**src/rtl/mem_arb_pkg.sv**
```systemverilog
`default_nettype none
// ============================================================================
// Module      : mem_arb_pkg
// Description : Shared types and default widths for the unified-memory
//               arbiter (FSM state, grant decision, width defaults).
// Ports       : none (package)
// Revision    : 1.0 - initial release
// ============================================================================
package mem_arb_pkg;

  localparam int DEFAULT_ADDR_W          = 12;
  localparam int DEFAULT_DATA_W          = 32;
  localparam int DEFAULT_MAX_DATA_STREAK = 4;

  typedef enum logic [1:0] {
    IDLE    = 2'd0,
    WAIT_IF = 2'd1,
    WAIT_DM = 2'd2
  } arb_state_t;

  typedef enum logic [1:0] {
    GNT_NONE = 2'd0,
    GNT_IF   = 2'd1,
    GNT_DM   = 2'd2
  } arb_grant_t;

endpackage : mem_arb_pkg
`default_nettype wire

```
**src/rtl/mem_arb_pick.sv**
```systemverilog
`default_nettype none
// ============================================================================
// Module      : mem_arb_pick
// Description : Combinational grant selection. Data accesses win unless the
//               fetch side has already lost MAX_DATA_STREAK times in a row.
// Ports       : if_req  - fetch request pending
//               dm_req  - load or store pending
//               streak  - consecutive data grants taken while fetch waited
//               grant   - selected requester (GNT_NONE when idle)
// Revision    : 1.0 - initial release
// ============================================================================
module mem_arb_pick
  import mem_arb_pkg::*;
#(
  parameter int MAX_DATA_STREAK = DEFAULT_MAX_DATA_STREAK,
  parameter int STREAK_W        = $clog2(MAX_DATA_STREAK + 1)
) (
  input  logic                if_req,
  input  logic                dm_req,
  input  logic [STREAK_W-1:0] streak,
  output arb_grant_t          grant
);

  localparam logic [STREAK_W-1:0] c_streak_max = STREAK_W'(MAX_DATA_STREAK);

  always_comb begin
    grant = GNT_NONE;
    if (dm_req && (!if_req || (streak != c_streak_max))) begin
      grant = GNT_DM;
    end else if (if_req) begin
      grant = GNT_IF;
    end
  end

endmodule : mem_arb_pick
`default_nettype wire

```
**src/rtl/mem_access_arbiter.sv**
```systemverilog
`default_nettype none
// ============================================================================
// Module      : mem_access_arbiter
// Description : Shares a single-port, 1-cycle-read-latency memory between the
//               instruction-fetch and load/store stages. One access per two
//               cycles; read data returned in holding registers with a
//               one-cycle valid pulse. pc_enable mirrors if_valid.
// Ports       : clk, nRst                      - clock, async active-low reset
//               if_req/if_addr                 - fetch request (level-held)
//               if_rdata/if_valid              - fetched word, completion pulse
//               dm_read/dm_write/dm_addr/dm_wdata - data request (level-held)
//               dm_rdata/dm_valid              - load word, completion pulse
//               pc_enable                      - PC advance strobe
//               mem_addr/mem_wdata/mem_we/mem_re - memory control (grant cycle)
//               mem_rdata                      - memory read data
// Revision    : 1.0 - initial release
// ============================================================================
module mem_access_arbiter
  import mem_arb_pkg::*;
#(
  parameter int ADDR_W          = DEFAULT_ADDR_W,
  parameter int DATA_W          = DEFAULT_DATA_W,
  parameter int MAX_DATA_STREAK = DEFAULT_MAX_DATA_STREAK
) (
  input  logic              clk,
  input  logic              nRst,
  input  logic              if_req,
  input  logic [ADDR_W-1:0] if_addr,
  output logic [DATA_W-1:0] if_rdata,
  output logic              if_valid,
  input  logic              dm_read,
  input  logic              dm_write,
  input  logic [ADDR_W-1:0] dm_addr,
  input  logic [DATA_W-1:0] dm_wdata,
  output logic [DATA_W-1:0] dm_rdata,
  output logic              dm_valid,
  output logic              pc_enable,
  output logic [ADDR_W-1:0] mem_addr,
  output logic [DATA_W-1:0] mem_wdata,
  output logic              mem_we,
  output logic              mem_re,
  input  logic [DATA_W-1:0] mem_rdata
);

  localparam int                  STREAK_W     = $clog2(MAX_DATA_STREAK + 1);
  localparam logic [STREAK_W-1:0] c_streak_max = STREAK_W'(MAX_DATA_STREAK);

  arb_state_t          r_state;
  arb_state_t          w_state_nxt;
  arb_grant_t          w_pick;
  arb_grant_t          w_grant;
  logic [STREAK_W-1:0] r_streak;
  logic                r_dm_is_load;
  logic                w_dm_req;
  logic                w_dm_load;

  assign w_dm_req  = dm_read | dm_write;
  // A simultaneous read+write is a store; the read half is dropped.
  assign w_dm_load = dm_read & ~dm_write;

  mem_arb_pick #(
    .MAX_DATA_STREAK (MAX_DATA_STREAK),
    .STREAK_W        (STREAK_W)
  ) u_pick (
    .if_req (if_req),
    .dm_req (w_dm_req),
    .streak (r_streak),
    .grant  (w_pick)
  );

  // Next state and memory strobes. Strobes are only live in the grant cycle.
  always_comb begin
    w_state_nxt = r_state;
    w_grant     = GNT_NONE;
    mem_addr    = '0;
    mem_wdata   = '0;
    mem_we      = 1'b0;
    mem_re      = 1'b0;
    case (r_state)
      IDLE: begin
        w_grant = w_pick;
        case (w_pick)
          GNT_IF: begin
            mem_addr    = if_addr;
            mem_re      = 1'b1;
            w_state_nxt = WAIT_IF;
          end
          GNT_DM: begin
            mem_addr    = dm_addr;
            mem_wdata   = dm_wdata;
            mem_we      = dm_write;
            mem_re      = w_dm_load;
            w_state_nxt = WAIT_DM;
          end
          default: w_state_nxt = IDLE;
        endcase
      end
      WAIT_IF: w_state_nxt = IDLE;
      WAIT_DM: w_state_nxt = IDLE;
      default: w_state_nxt = IDLE;
    endcase
  end

  always_ff @(posedge clk or negedge nRst) begin
    if (!nRst) begin
      r_state <= IDLE;
    end else begin
      r_state <= w_state_nxt;
    end
  end

  // Counts data grants that overtook a waiting fetch; any fetch grant, or a
  // data grant with no fetch waiting, restarts the count.
  always_ff @(posedge clk or negedge nRst) begin
    if (!nRst) begin
      r_streak <= '0;
    end else begin
      case (w_grant)
        GNT_IF: r_streak <= '0;
        GNT_DM: begin
          if (!if_req) begin
            r_streak <= '0;
          end else if (r_streak != c_streak_max) begin
            r_streak <= r_streak + STREAK_W'(1);
          end
        end
        default: r_streak <= r_streak;
      endcase
    end
  end

  // Remembers whether the outstanding data access needs read data captured.
  always_ff @(posedge clk or negedge nRst) begin
    if (!nRst) begin
      r_dm_is_load <= 1'b0;
    end else if (w_grant == GNT_DM) begin
      r_dm_is_load <= w_dm_load;
    end
  end

  // Capture at the WAIT exit edge; valid pulses during the following IDLE cycle.
  always_ff @(posedge clk or negedge nRst) begin
    if (!nRst) begin
      if_rdata <= '0;
      dm_rdata <= '0;
      if_valid <= 1'b0;
      dm_valid <= 1'b0;
    end else begin
      if_valid <= (r_state == WAIT_IF);
      dm_valid <= (r_state == WAIT_DM);
      if (r_state == WAIT_IF) begin
        if_rdata <= mem_rdata;
      end
      if ((r_state == WAIT_DM) && r_dm_is_load) begin
        dm_rdata <= mem_rdata;
      end
    end
  end

  assign pc_enable = if_valid;

endmodule : mem_access_arbiter
`default_nettype wire

```
**config.mk**
```make
export PLATFORM = sky130hd
export DESIGN_NAME = mem_access_arbiter
export DESIGN_NICKNAME = d
export VERILOG_FILES = /design/src/rtl/mem_arb_pkg.sv /design/src/rtl/mem_arb_pick.sv /design/src/rtl/mem_access_arbiter.sv
export SDC_FILE = /design/constraint.sdc
export NUM_CORES = 1
export LEC_CHECK = 0
export BUFFER_PORTS_ARGS = -buffer_cell sky130_fd_sc_hd__buf_4
export CAP_MARGIN = 20
export CORE_MARGIN = 2
export CORE_UTILIZATION = 42
export DETAILED_ROUTE_END_ITERATION = 10
export GPL_TIMING_DRIVEN = 0
export HOLD_SLACK_MARGIN = 0.1
export PLACE_DENSITY = 0.82
export SLEW_MARGIN = 20
export SYNTH_ARGS = -nofsm -noshare
export SYNTH_HDL_FRONTEND = slang
export SYNTH_SLANG_ARGS = --single-unit
```
**constraint.sdc**
```tcl
create_clock -name clk -period 2.1 [get_ports clk]
set_input_delay 0.42 -clock clk [delete_from_list [all_inputs] [get_ports clk]]
set_output_delay 0.42 -clock clk [all_outputs]
set_load 0.02 [all_outputs]
```
==> flow_metrics.py <==
metrics = {
    "run_status": {
        "outcome": "finished with violations",
        "violations": "negative setup slack",
    },
    "worst_setup_path": {
        "crit_chain": "inv_1, ha_2, and3_4, nor3_4, buf_12, buf_6, and2_1, buf_6",
        "setup.worst_path.start_class": "flip-flop",
        "worstSetupPathType": "flip-flop to output pin",
        "required_ns": 1.68,
        "cp_slowest_cell": "dfrtp_1",
        "end_kind": "output pin",
        "path_max_fanout": 7,
        "crit_arrival_ns": 1.87,
        "cp_common_cell": "buf_6",
        "cp_slowest_stage_delay_ns": 0.36,
    },
    "finish": {
        "seqCellArea_um2": 1802,
        "design_area_um2": 5658,
        "layout-drive-gt1-share_pct": 74.33,
        "final_util_pct": 77.18,
        "multi_input_area_um2": 1518,
        "syn2layout_area_growth_pct": 76.50,
        "fillers": 424,
        "final_cell_mix": "buf_4, dfrtp_1, mux2_2",
        "diodes": 0,
        "finalNonFillerCells": 586,
        "final_common_cell": "buf_4",
        "nets": 577,
    },
    "synth": {
        "syn_inst": 252,
        "synth-seq-area-share_pct": 56.21,
        "synth_nets": 347,
        "synthArstFlopShare_pct": 100.0,
        "ys_ff_latch": 72,
        "ys_warn_count": 0,
        "synth_edf_count": 0,
        "synth_flop_cell": "dfrtp_1",
        "synth_area_um2": 3206,
        "syn_area_per_cell_um2": 12.72,
        "synth_cell_types": 25,
    },
    "sta": {
        "fin_tns_setup_ns": -6.584,
        "fin_crit_ns": 2.290,
        "relSlewSlack_pct": 40.84,
        "finalHoldViolations": 0,
        "whs_ns": 0.1696,
        "slew_viol_final": 0,
        "setup_viol": 44,
        "timing.final.crit_share_pct": 109.1,
        "timing.final.ws_setup_ns": -0.1904,
        "tightest_slew_ns": 0.8874,
        "rsz0062_at_grt": "yes",
        "fmax_mhz": 436.6,
        "fin_skew_ns": 0.01144,
    },
    "worst_hold_path": {
        "hold_path_class": "input pin to asynchronous set/reset pin",
    },
    "grt": {
        "grt_max_degree": 73,
        "overflow": 0,
        "antenna_found_initial": 0,
        "grt_pass1_wl_um": 14680,
        "grt_pass1_vias": 3018,
        "grt.total_usage_pct": 22.60,
    },
    "routing": {
        "wl_met2_um": 5802,
        "drc": 0,
        "vias": 2955,
        "m1WireLength_um": 3777,
        "antenna_left": 0,
        "post_drt_via_cell_ratio": 5.043,
        "drtIter0Drc": 55,
        "firstDrtPassIters": 4,
        "finalWirelength_um": 10580,
        "top_layer_used": "met4",
        "met3_length_um": 678,
        "post_drt_wl_per_cell_um": 18.06,
    },
    "clock_network": {
        "worstSkewPairLatency_ns": 0.34,
        "cts.sinks": 72,
        "cts-root-buf": "clkbuf_8",
        "cts_buffer_depth": 2,
        "cts_made_buffers": 9,
        "htreeDepth": 3,
        "path_clk_slew_ns": 0.08,
        "cts_tree": "yes",
    },
    "floorplanning": {
        "die_w_um": 91.37,
        "io_pins": 206,
        "initial_core_util_pct": 43.73,
        "fp.dieH_um": 91.37,
        "die-area_um2": 8348,
        "placeableCoreArea_um2": 7331,
        "row_count": 31,
    },
    "place": {
        "numPortBuffers": 205,
        "gp_congestion": 0.8390,
        "place_area_um2": 4868,
        "place_inst": 556,
        "hpwlAfterDp_um": 6736,
    },
    "flow_run": {
        "drv_cap": 0,
    },
    "pwr": {
        "ir_drop_mv": 0.6295,
        "powerDensity_nw_per_um2": 1372,
        "leakage_nw": 2.773,
    },
}
==> worst max-delay path: cells and delay by family, from the launching register on <==
family                   cells  cell delay, ns
buffers and inverters        4            0.46
AND/OR/NAND/NOR              3            0.49
flip-flops                   1            0.36
adder cells (fa/ha/maj)      1            0.20
==> path summary, 6_finish.rpt <==
path                            slack [ns]                  endpoint                startpoint  depth (start not counted)
worst max-delay path                 -0.19             mem_wdata[23]   r_streak[1]$_DFFE_PN0P_                          8
worst min-delay path                  0.17  dm_rdata[25]$_DFFE_PN0P_                      nRst                          1
worst max register to register        0.41   dm_rdata[3]$_DFFE_PN0P_      r_state[0]$_DFF_PN0_                          5
worst min register to register        0.51  dm_rdata[28]$_DFFE_PN0P_  dm_rdata[28]$_DFFE_PN0P_                          1
max in group asynchronous             1.31  dm_rdata[11]$_DFFE_PN0P_                      nRst                          1
min in group clk                      0.31   if_rdata[2]$_DFFE_PN0P_              mem_rdata[2]                          2
==> per-layer routing <==
| layer | global-route usage, % | vias to the layer above |
|---|---|---|
| met5 | 0 | - |
| met2 | 41.17 | 146 |
| met1 | 23.62 | 1456 |
| met4 | 10.61 | 0 |
| li1 | - | 1325 |
| met3 | 6.888 | 28 |
==> cell families (layout without fill, tap and decap cells) <==
group                    after synthesis  after routing  share of synthesized area [%]
AND/OR/NAND/NOR                       73             73                          12.30
flip-flops                            72             72                          56.21
multiplexers                          65             65                          22.79
AO/OA/AOI/OAI                         20             20                          4.137
buffers and inverters                 20            255                          3.786
adder cells (fa/ha/maj)                2              2                         0.7805
==> flip-flops by register name (all words and copies together), names as in the netlist <==
register / flops
dm_rdata: 32
if_rdata: 32
r_streak: 3
r_state: 2
dm_valid: 1
if_valid: 1
r_dm_is_load: 1
==> metrics by stage <==
step	worst slack [ns]	power, mW
after floorplan	0.006477	4.401
after global placement	-0.05198	5.983
after detailed placement	-0.06345	6.096
after CTS	-0.1613	7.565
after global routing	-0.2421	8.131
final	-0.1904	7.765
==> Yosys cell counts (2+ instances only) <==
cell type  instances  area (um^2)
dfrtp_1           72         1802
mux2_2            64        720.7
and2_1            33        206.5
nand2_1           26        97.59
o22ai_1           12        75.07
buf_2              7        35.03
inv_1              5        18.77
buf_4              4        30.03
nor2_1             4        15.01
buf_6              3        33.78
o21ai_0            3        15.01
a22o_1             2        17.52
a32o_1             2        20.02
ha_1               2        25.02
nor2b_1            2        12.51
or2_2              2        12.51
==> power breakdown <==
group	switching (mW)	internal, mW	total, mW
Clock	0.512	0.670	1.18
Combinational	2.04	2.13	4.17
Sequential	0.355	2.06	2.41
==> area by class of cell <==
cell class	instances	area share, %
repair buffers	219	32.71
flip-flops and latches	72	31.84
multi-input cells	160	26.82
plain buffers	15	2.344
clock buffers	11	2.322
well taps	99	2.189
clock inverters	5	1.437
inverters	5	0.3317
==> timing repair <==
action | CTS | global route
cloned | 2 | 2
setup endpoints to repair | 44 | 44
gates resized for setup | 89 | 28
hold buffers | 0 | 0
setup buffers | 5 | 6
pin swaps | 31 | 11
hold endpoints to repair | 0 | 0
Power figures use the tool's default switching activity.
